[src/rtl/pma_region_table_if.sv]
// Config-write and lookup request/result bundle for the PMA region table.
interface pma_region_table_if #(
    parameter int unsigned AddrWidth = 64,
    parameter int unsigned IdxW      = 2
);
    logic                 cfg_we_i;
    logic [IdxW-1:0]      cfg_idx_i;
    logic [AddrWidth-1:0] cfg_base_i;
    logic [AddrWidth-1:0] cfg_len_i;
    logic [3:0]           cfg_attr_i;
    logic                 cfg_lock_i;
    logic                 cfg_err_o;

    logic                 lkp_valid_i;
    logic                 lkp_ready_o;
    logic [AddrWidth-1:0] lkp_addr_i;

    logic                 res_valid_o;
    logic                 res_ready_i;
    logic                 res_hit_o;
    logic [IdxW-1:0]      res_idx_o;
    logic [3:0]           res_attr_o;

    modport master (
        output cfg_we_i, cfg_idx_i, cfg_base_i, cfg_len_i, cfg_attr_i, cfg_lock_i,
        input  cfg_err_o,
        output lkp_valid_i, lkp_addr_i,
        input  lkp_ready_o,
        input  res_valid_o, res_hit_o, res_idx_o, res_attr_o,
        output res_ready_i
    );

    modport slave (
        input  cfg_we_i, cfg_idx_i, cfg_base_i, cfg_len_i, cfg_attr_i, cfg_lock_i,
        output cfg_err_o,
        input  lkp_valid_i, lkp_addr_i,
        output lkp_ready_o,
        output res_valid_o, res_hit_o, res_idx_o, res_attr_o,
        input  res_ready_i
    );
endinterface

[src/rtl/pma_region_table.sv]
// Programmable physical-memory-attribute region table: lowest-index match lookup
// with a one-deep registered result stage and lockable region configuration.
module pma_region_table #(
    parameter int unsigned NrRegions = 4,
    parameter int unsigned AddrWidth = 64,
    parameter logic [NrRegions-1:0][AddrWidth-1:0] RstBase = (NrRegions*AddrWidth)'(64'h8000_0000),
    parameter logic [NrRegions-1:0][AddrWidth-1:0] RstLen  = (NrRegions*AddrWidth)'(64'h4000_0000),
    parameter logic [NrRegions-1:0][3:0]           RstAttr = (NrRegions*4)'(4'b0111),
    parameter logic [3:0]                          DefaultAttr = 4'b1000
) (
    input  logic                clk_i,
    input  logic                rst_i,
    pma_region_table_if.slave   bus
);
    localparam int unsigned IdxW = (NrRegions > 1) ? $clog2(NrRegions) : 1;

    logic [AddrWidth-1:0] base_q [NrRegions];
    logic [AddrWidth-1:0] len_q  [NrRegions];
    logic [3:0]           attr_q [NrRegions];
    logic [NrRegions-1:0] lock_q;

    logic            res_valid_q, res_hit_q, cfg_err_q;
    logic [IdxW-1:0] res_idx_q;
    logic [3:0]      res_attr_q;

    logic            res_hit_d;
    logic [IdxW-1:0] res_idx_d;
    logic [3:0]      res_attr_d;
    logic            cfg_err_d;
    logic            cfg_sel_ok;
    logic            cfg_sel_locked;
    logic            lkp_fire;

    assign bus.lkp_ready_o = !res_valid_q || bus.res_ready_i;
    assign lkp_fire        = bus.lkp_valid_i && bus.lkp_ready_o;

    // Match against current (pre-write) state; descending scan leaves lowest index winning.
    always_comb begin
        res_hit_d      = 1'b0;
        res_idx_d      = '0;
        res_attr_d     = DefaultAttr;
        cfg_sel_ok     = 1'b0;
        cfg_sel_locked = 1'b0;
        for (int i = int'(NrRegions) - 1; i >= 0; i--) begin
            if ((len_q[i] != '0) && (bus.lkp_addr_i >= base_q[i]) &&
                ({1'b0, bus.lkp_addr_i} < ({1'b0, base_q[i]} + {1'b0, len_q[i]}))) begin
                res_hit_d  = 1'b1;
                res_idx_d  = IdxW'(i);
                res_attr_d = attr_q[i];
            end
        end
        for (int i = 0; i < int'(NrRegions); i++) begin
            if (bus.cfg_idx_i == IdxW'(i)) begin
                cfg_sel_ok     = 1'b1;
                cfg_sel_locked = lock_q[i];
            end
        end
        cfg_err_d = bus.cfg_we_i && (!cfg_sel_ok || cfg_sel_locked);
    end

    always_ff @(posedge clk_i) begin
        if (rst_i) begin
            for (int i = 0; i < int'(NrRegions); i++) begin
                base_q[i] <= RstBase[i];
                len_q[i]  <= RstLen[i];
                attr_q[i] <= RstAttr[i];
            end
            lock_q      <= '0;
            cfg_err_q   <= 1'b0;
            res_valid_q <= 1'b0;
            res_hit_q   <= 1'b0;
            res_idx_q   <= '0;
            res_attr_q  <= DefaultAttr;
        end else begin
            cfg_err_q <= cfg_err_d;
            for (int i = 0; i < int'(NrRegions); i++) begin
                if (bus.cfg_we_i && (bus.cfg_idx_i == IdxW'(i)) && !lock_q[i]) begin
                    base_q[i] <= bus.cfg_base_i;
                    len_q[i]  <= bus.cfg_len_i;
                    attr_q[i] <= bus.cfg_attr_i;
                    lock_q[i] <= bus.cfg_lock_i;
                end
            end
            if (lkp_fire) begin
                res_valid_q <= 1'b1;
                res_hit_q   <= res_hit_d;
                res_idx_q   <= res_idx_d;
                res_attr_q  <= res_attr_d;
            end else if (bus.res_ready_i) begin
                res_valid_q <= 1'b0;
            end
        end
    end

    assign bus.cfg_err_o   = cfg_err_q;
    assign bus.res_valid_o = res_valid_q;
    assign bus.res_hit_o   = res_hit_q;
    assign bus.res_idx_o   = res_idx_q;
    assign bus.res_attr_o  = res_attr_q;
endmodule

[src/flat_wrapper.sv]
// flat-port wrapper written by rule: the top's interface ports become plain ports
module pma_region_table_flat 
#(
    parameter int unsigned NrRegions = 4,
    parameter int unsigned AddrWidth = 64,
    parameter logic [NrRegions-1:0][AddrWidth-1:0] RstBase = (NrRegions*AddrWidth)'(64'h8000_0000),
    parameter logic [NrRegions-1:0][AddrWidth-1:0] RstLen  = (NrRegions*AddrWidth)'(64'h4000_0000),
    parameter logic [NrRegions-1:0][3:0]           RstAttr = (NrRegions*4)'(4'b0111),
    parameter logic [3:0]                          DefaultAttr = 4'b1000
)
  (clk_i, rst_i, bus_cfg_we_i, bus_cfg_idx_i, bus_cfg_base_i, bus_cfg_len_i, bus_cfg_attr_i, bus_cfg_lock_i, bus_cfg_err_o, bus_lkp_valid_i, bus_lkp_addr_i, bus_lkp_ready_o, bus_res_valid_o, bus_res_hit_o, bus_res_idx_o, bus_res_attr_o, bus_res_ready_i);
  pma_region_table_if #(.AddrWidth(AddrWidth), .IdxW(2)) bus_i ();
  input  logic clk_i;
  input  logic rst_i;
  input wire logic [$bits(bus_i.cfg_we_i)-1:0] bus_cfg_we_i;
  input wire logic [$bits(bus_i.cfg_idx_i)-1:0] bus_cfg_idx_i;
  input wire logic [$bits(bus_i.cfg_base_i)-1:0] bus_cfg_base_i;
  input wire logic [$bits(bus_i.cfg_len_i)-1:0] bus_cfg_len_i;
  input wire logic [$bits(bus_i.cfg_attr_i)-1:0] bus_cfg_attr_i;
  input wire logic [$bits(bus_i.cfg_lock_i)-1:0] bus_cfg_lock_i;
  output wire logic [$bits(bus_i.cfg_err_o)-1:0] bus_cfg_err_o;
  input wire logic [$bits(bus_i.lkp_valid_i)-1:0] bus_lkp_valid_i;
  input wire logic [$bits(bus_i.lkp_addr_i)-1:0] bus_lkp_addr_i;
  output wire logic [$bits(bus_i.lkp_ready_o)-1:0] bus_lkp_ready_o;
  output wire logic [$bits(bus_i.res_valid_o)-1:0] bus_res_valid_o;
  output wire logic [$bits(bus_i.res_hit_o)-1:0] bus_res_hit_o;
  output wire logic [$bits(bus_i.res_idx_o)-1:0] bus_res_idx_o;
  output wire logic [$bits(bus_i.res_attr_o)-1:0] bus_res_attr_o;
  input wire logic [$bits(bus_i.res_ready_i)-1:0] bus_res_ready_i;
  assign bus_i.cfg_we_i = bus_cfg_we_i;
  assign bus_i.cfg_idx_i = bus_cfg_idx_i;
  assign bus_i.cfg_base_i = bus_cfg_base_i;
  assign bus_i.cfg_len_i = bus_cfg_len_i;
  assign bus_i.cfg_attr_i = bus_cfg_attr_i;
  assign bus_i.cfg_lock_i = bus_cfg_lock_i;
  assign bus_cfg_err_o = bus_i.cfg_err_o;
  assign bus_i.lkp_valid_i = bus_lkp_valid_i;
  assign bus_i.lkp_addr_i = bus_lkp_addr_i;
  assign bus_lkp_ready_o = bus_i.lkp_ready_o;
  assign bus_res_valid_o = bus_i.res_valid_o;
  assign bus_res_hit_o = bus_i.res_hit_o;
  assign bus_res_idx_o = bus_i.res_idx_o;
  assign bus_res_attr_o = bus_i.res_attr_o;
  assign bus_i.res_ready_i = bus_res_ready_i;
  pma_region_table #(.NrRegions(NrRegions), .AddrWidth(AddrWidth), .RstBase(RstBase), .RstLen(RstLen), .RstAttr(RstAttr), .DefaultAttr(DefaultAttr)) u_core (.clk_i(clk_i), .rst_i(rst_i), .bus(bus_i));
endmodule
[config.mk]
export PLATFORM = sky130hd
export DESIGN_NAME = pma_region_table_flat
export DESIGN_NICKNAME = d
export VERILOG_FILES = /design/src/rtl/pma_region_table_if.sv /design/src/rtl/pma_region_table.sv /design/src/flat_wrapper.sv
export SDC_FILE = /design/constraint.sdc
export NUM_CORES = 2
export LEC_CHECK = 0
export BUFFER_PORTS_ARGS = -buffer_cell sky130_fd_sc_hd__buf_2
export CORE_ASPECT_RATIO = 0.75
export CORE_MARGIN = 4
export CORE_UTILIZATION = 40
export CTS_CLUSTER_DIAMETER = 50
export DETAILED_ROUTE_END_ITERATION = 6
export PLACE_DENSITY = 0.55
export SLEW_MARGIN = 20
export SYNTH_ARGS = -nofsm -noshare
export SYNTH_HDL_FRONTEND = slang
export SYNTH_SLANG_ARGS = --single-unit
[constraint.sdc]
create_clock -name clk_i -period 19.1 [get_ports clk_i]
set_input_delay 0.955 -clock clk_i [delete_from_list [all_inputs] [get_ports clk_i]]
set_output_delay 0.955 -clock clk_i [all_outputs]
set_load 0.03 [all_outputs]
==> run metrics <==
result of the run finished, final reports clean; VDD IR-drop max about 56 µV; data required time at the worst endpoint ~20 ns; FMAX about 0.13 GHz; clock network power share 0.387; total gr overflow 0; DRC violation count after routing 0; critical path startpoint category flip-flop; most common cell after layout, fill and taps aside sky130_fd_sc_hd__ha_1; final antenna-violating net count 0; sequential area share after synthesis 0.351; proportion of synthesized flip-flops having asynchronous set or reset 0; max-slew violations 0; max-capacitance violation count 0; # H-tree levels 3; arrival time worst endpoint approximately 8.4 ns; number of standard-cell rows in the floorplan 107; Starting Density 0.403; clock transition at the registers of the reported paths 0.06 ns; relative contribution of combinational cells to total power 0.264; transition time of the tightest slew-check pin approximately 1.3 ns; Synth Instances 4714; share of the clock period used by the worst path 0.411; initial antenna violation count 12; number of buffers inserted by hold repair at cts 0; register bit total from synthesis 541; mean routed wirelength per cell 26.2 µm; switching power of the nets around 1400 µW; prevailing post-synth register cell sky130_fd_sc_hd__edfxtp_1; core box area 114000 µm²; syn nets about 5700; r2r worst-path depth 23; power share of the sequential group 0.350; Post-Syn Area per Cell roughly 9.7 µm²; routability congestion estimate around 0.98; I/O Buffers between 200 and 250; chip width around 400 µm; First-pass DRT Iterations 6; hold-critical path depth 2; net total in the final layout roughly 5900; final critical delay including setup and external delays 7.85 ns; Die Y-Extent approximately 300 µm; Netlist cell types a little under 90; clock tree from TritonCTS done; Cell Pwr Density ~80 nW/µm²; largest net degree at the start of global routing 133; area of the die 120000 µm²; global-route wire length before repair around 250 mm; P&R area growth vs syn 12.6%; total leakage power 0.0232 µW; total setup violations reported at the end of the flow 0; number of buffers on the longest clock path 3; proportion of layout cells with a drive suffix above 1 0.0898; Post-CTS Resized 0; vias in the first global route roughly 36000; buffers inserted during post-CTS setup optimization 0; RSZ-0062 raised after global routing no; utilization of the core after routing 0.454; top library cells by usage in the layout, fill and taps aside sky130_fd_sc_hd__ha_1, sky130_fd_sc_hd__and2_1, sky130_fd_sc_hd__edfxtp_1, sky130_fd_sc_hd__a21oi_1, sky130_fd_sc_hd__inv_1; Worst Setup End Kind flip-flop; Global Route Usage Sum 0.278; type of the worst setup path reg2reg; number of DRC markers after the initial detailed-route iteration 3605; WL final approximately 170 mm; Internal Power 2750 µW; Worst-Skew Late Latency about 0.7 ns; I/O Pins roughly 210; number of buffers created by CTS 83; via-per-instance ratio 5.86; placed wire-length estimate after detailed placement 137 mm; count of flip-flops with a built-in enable after synthesis roughly 530; # clock sinks about 540; final hold violations 0; CTS root buf sky130_fd_sc_hd__clkbuf_16; switching power share of the total 0.335; Max-slew headroom 0.132; worst reg2reg setup slack about 11 ns; Design Power around 4100 µW; Setup Skew approximately 0.022 ns; biggest fanout along the worst timing path 5; detailed-route via count 38300; yosys warns 0; Netlist Area Pre-Place between 40000 and 50000 µm²; final sum of negative setup slack 0 ns; Hold WC Path Type reg2reg
==> metal layers <==
layer  track usage  up-vias  part of all wire
met1         0.418    18600              0.47
met2         0.415     1392              0.42
met4        0.0687        4             0.026
met5             0        -           0.00016
li1              -    18000                 -
met3        0.0438      212             0.077
==> worst paths after layout <==
path,startpoint,endpoint
setup / recovery,u_core.len_q[3][1]$_SDFFCE_PN0P_,u_core.bus.res_attr_o[3]$_SDFFE_PP1P_
hold / removal,u_core.bus.res_idx_o[0]$_SDFFE_PP0P_,u_core.bus.res_idx_o[0]$_SDFFE_PP0P_
setup reg to reg,u_core.len_q[3][1]$_SDFFCE_PN0P_,u_core.bus.res_attr_o[3]$_SDFFE_PP1P_
hold reg to reg,u_core.bus.res_idx_o[0]$_SDFFE_PP0P_,u_core.bus.res_idx_o[0]$_SDFFE_PP0P_
==> registers in the layout, indices dropped and copies added (netlist names) <==
register	cells
u_core.attr_q	16
u_core.bus.res_hit_o	1
u_core.len_q	256
u_core.base_q	256
u_core.bus.res_attr_o	4
u_core.bus.cfg_err_o	1
u_core.bus.res_valid_o	1
u_core.lock_q	4
u_core.bus.res_idx_o	2
==> synth_stat cells (50+ instances only) <==
library cell / count / area, µm²
sky130_fd_sc_hd__o21bai_1: 50 / 375
sky130_fd_sc_hd__a21oi_1: 406 / 2030
sky130_fd_sc_hd__xor2_1: 122 / 1070
sky130_fd_sc_hd__ha_1: 764 / 9560
sky130_fd_sc_hd__nand4_1: 143 / 895
sky130_fd_sc_hd__and2_1: 541 / 3380
sky130_fd_sc_hd__nand3_1: 74 / 370
sky130_fd_sc_hd__o21ai_0: 193 / 966
sky130_fd_sc_hd__clkbuf_1: 105 / 394
sky130_fd_sc_hd__a21o_1: 307 / 2300
sky130_fd_sc_hd__nor4_1: 81 / 507
sky130_fd_sc_hd__nor2_1: 160 / 601
sky130_fd_sc_hd__nand2_1: 201 / 754
sky130_fd_sc_hd__edfxtp_1: 528 / 15900
sky130_fd_sc_hd__inv_1: 333 / 1250
sky130_fd_sc_hd__xnor2_1: 115 / 1010
==> power groups by stage <==
stage	Combinational [µW]	Sequential [µW]	Clock (µW)
global route	1210	1450	1670
global placement	1060	1470	0
floorplan	723	1460	0
detailed placement	1070	1470	0
finish	1090	1450	1600
CTS	1080	1440	1620
==> kinds of logic (layout without fill, tap and decap cells) <==
kind of cell             after synthesis  count (layout)  synth area share
AND/OR/NAND/NOR                     1419            1419             0.172
adder cells (fa/ha/maj)              768             768             0.210
other                                  0               5                 0
AO/OA/AOI/OAI                       1299            1299             0.184
buffers and inverters                442             729            0.0363
multiplexers                           8               8           0.00180
flip-flops                           541             541             0.351
XOR/XNOR                             237             237            0.0452
==> critical path, cell delays in order (launching register included) <==
cell                       delay [ns]
sky130_fd_sc_hd__edfxtp_1        0.47
sky130_fd_sc_hd__ha_1            0.35
sky130_fd_sc_hd__a211oi_1        0.25
sky130_fd_sc_hd__o21bai_1        0.13
sky130_fd_sc_hd__a221o_1         0.38
sky130_fd_sc_hd__and3_1          0.22
sky130_fd_sc_hd__o21ai_1         0.62
sky130_fd_sc_hd__o21ai_0         0.49
sky130_fd_sc_hd__o21ai_1         0.69
sky130_fd_sc_hd__o21ai_1         0.22
sky130_fd_sc_hd__a31oi_1         0.40
sky130_fd_sc_hd__o21ai_0         0.35
sky130_fd_sc_hd__xnor2_1         0.21
sky130_fd_sc_hd__ha_1            0.30
sky130_fd_sc_hd__or3_1           0.36
sky130_fd_sc_hd__o21ai_0         0.07
sky130_fd_sc_hd__a21oi_1         0.06
sky130_fd_sc_hd__a31o_2          0.25
sky130_fd_sc_hd__o311ai_1        0.40
sky130_fd_sc_hd__a32oi_1         0.42
sky130_fd_sc_hd__a221o_1         0.46
sky130_fd_sc_hd__mux2_2          0.26
sky130_fd_sc_hd__a221oi_1        0.26
sky130_fd_sc_hd__o21ai_1         0.08
==> metrics by stage <==
stage / hold slack, ns / instances / setup slack [ns] / instance area (µm²)
after global routing: 0.477 / 6527 / 11.06 / 51700
after floorplan: 0.471 / 4714 / 7.43 / 45900
after global placement: 0.450 / 6373 / 10.60 / 48800
after CTS: 0.467 / 6527 / 11.25 / 51700
final: 0.463 / 6532 / 11.25 / 51700
after detailed placement: 0.459 / 6374 / 11.32 / 48800
==> area by class of cell <==
| type | count | area, µm² |
|---|---|---|
| Inverter | 333 | 1250 |
| Clock inverter | 63 | 681 |
| Antenna cell | 5 | 12.5 |
| Fill cell | 11000 | 62100 |
| Clock buffer | 90 | 2170 |
| Tap cell | 1526 | 1910 |
| Multi-Input combinational cell | 3731 | 28200 |
| Sequential cell | 541 | 16100 |
| Timing Repair Buffer | 243 | 1300 |
Power figures use the tool's default switching activity.
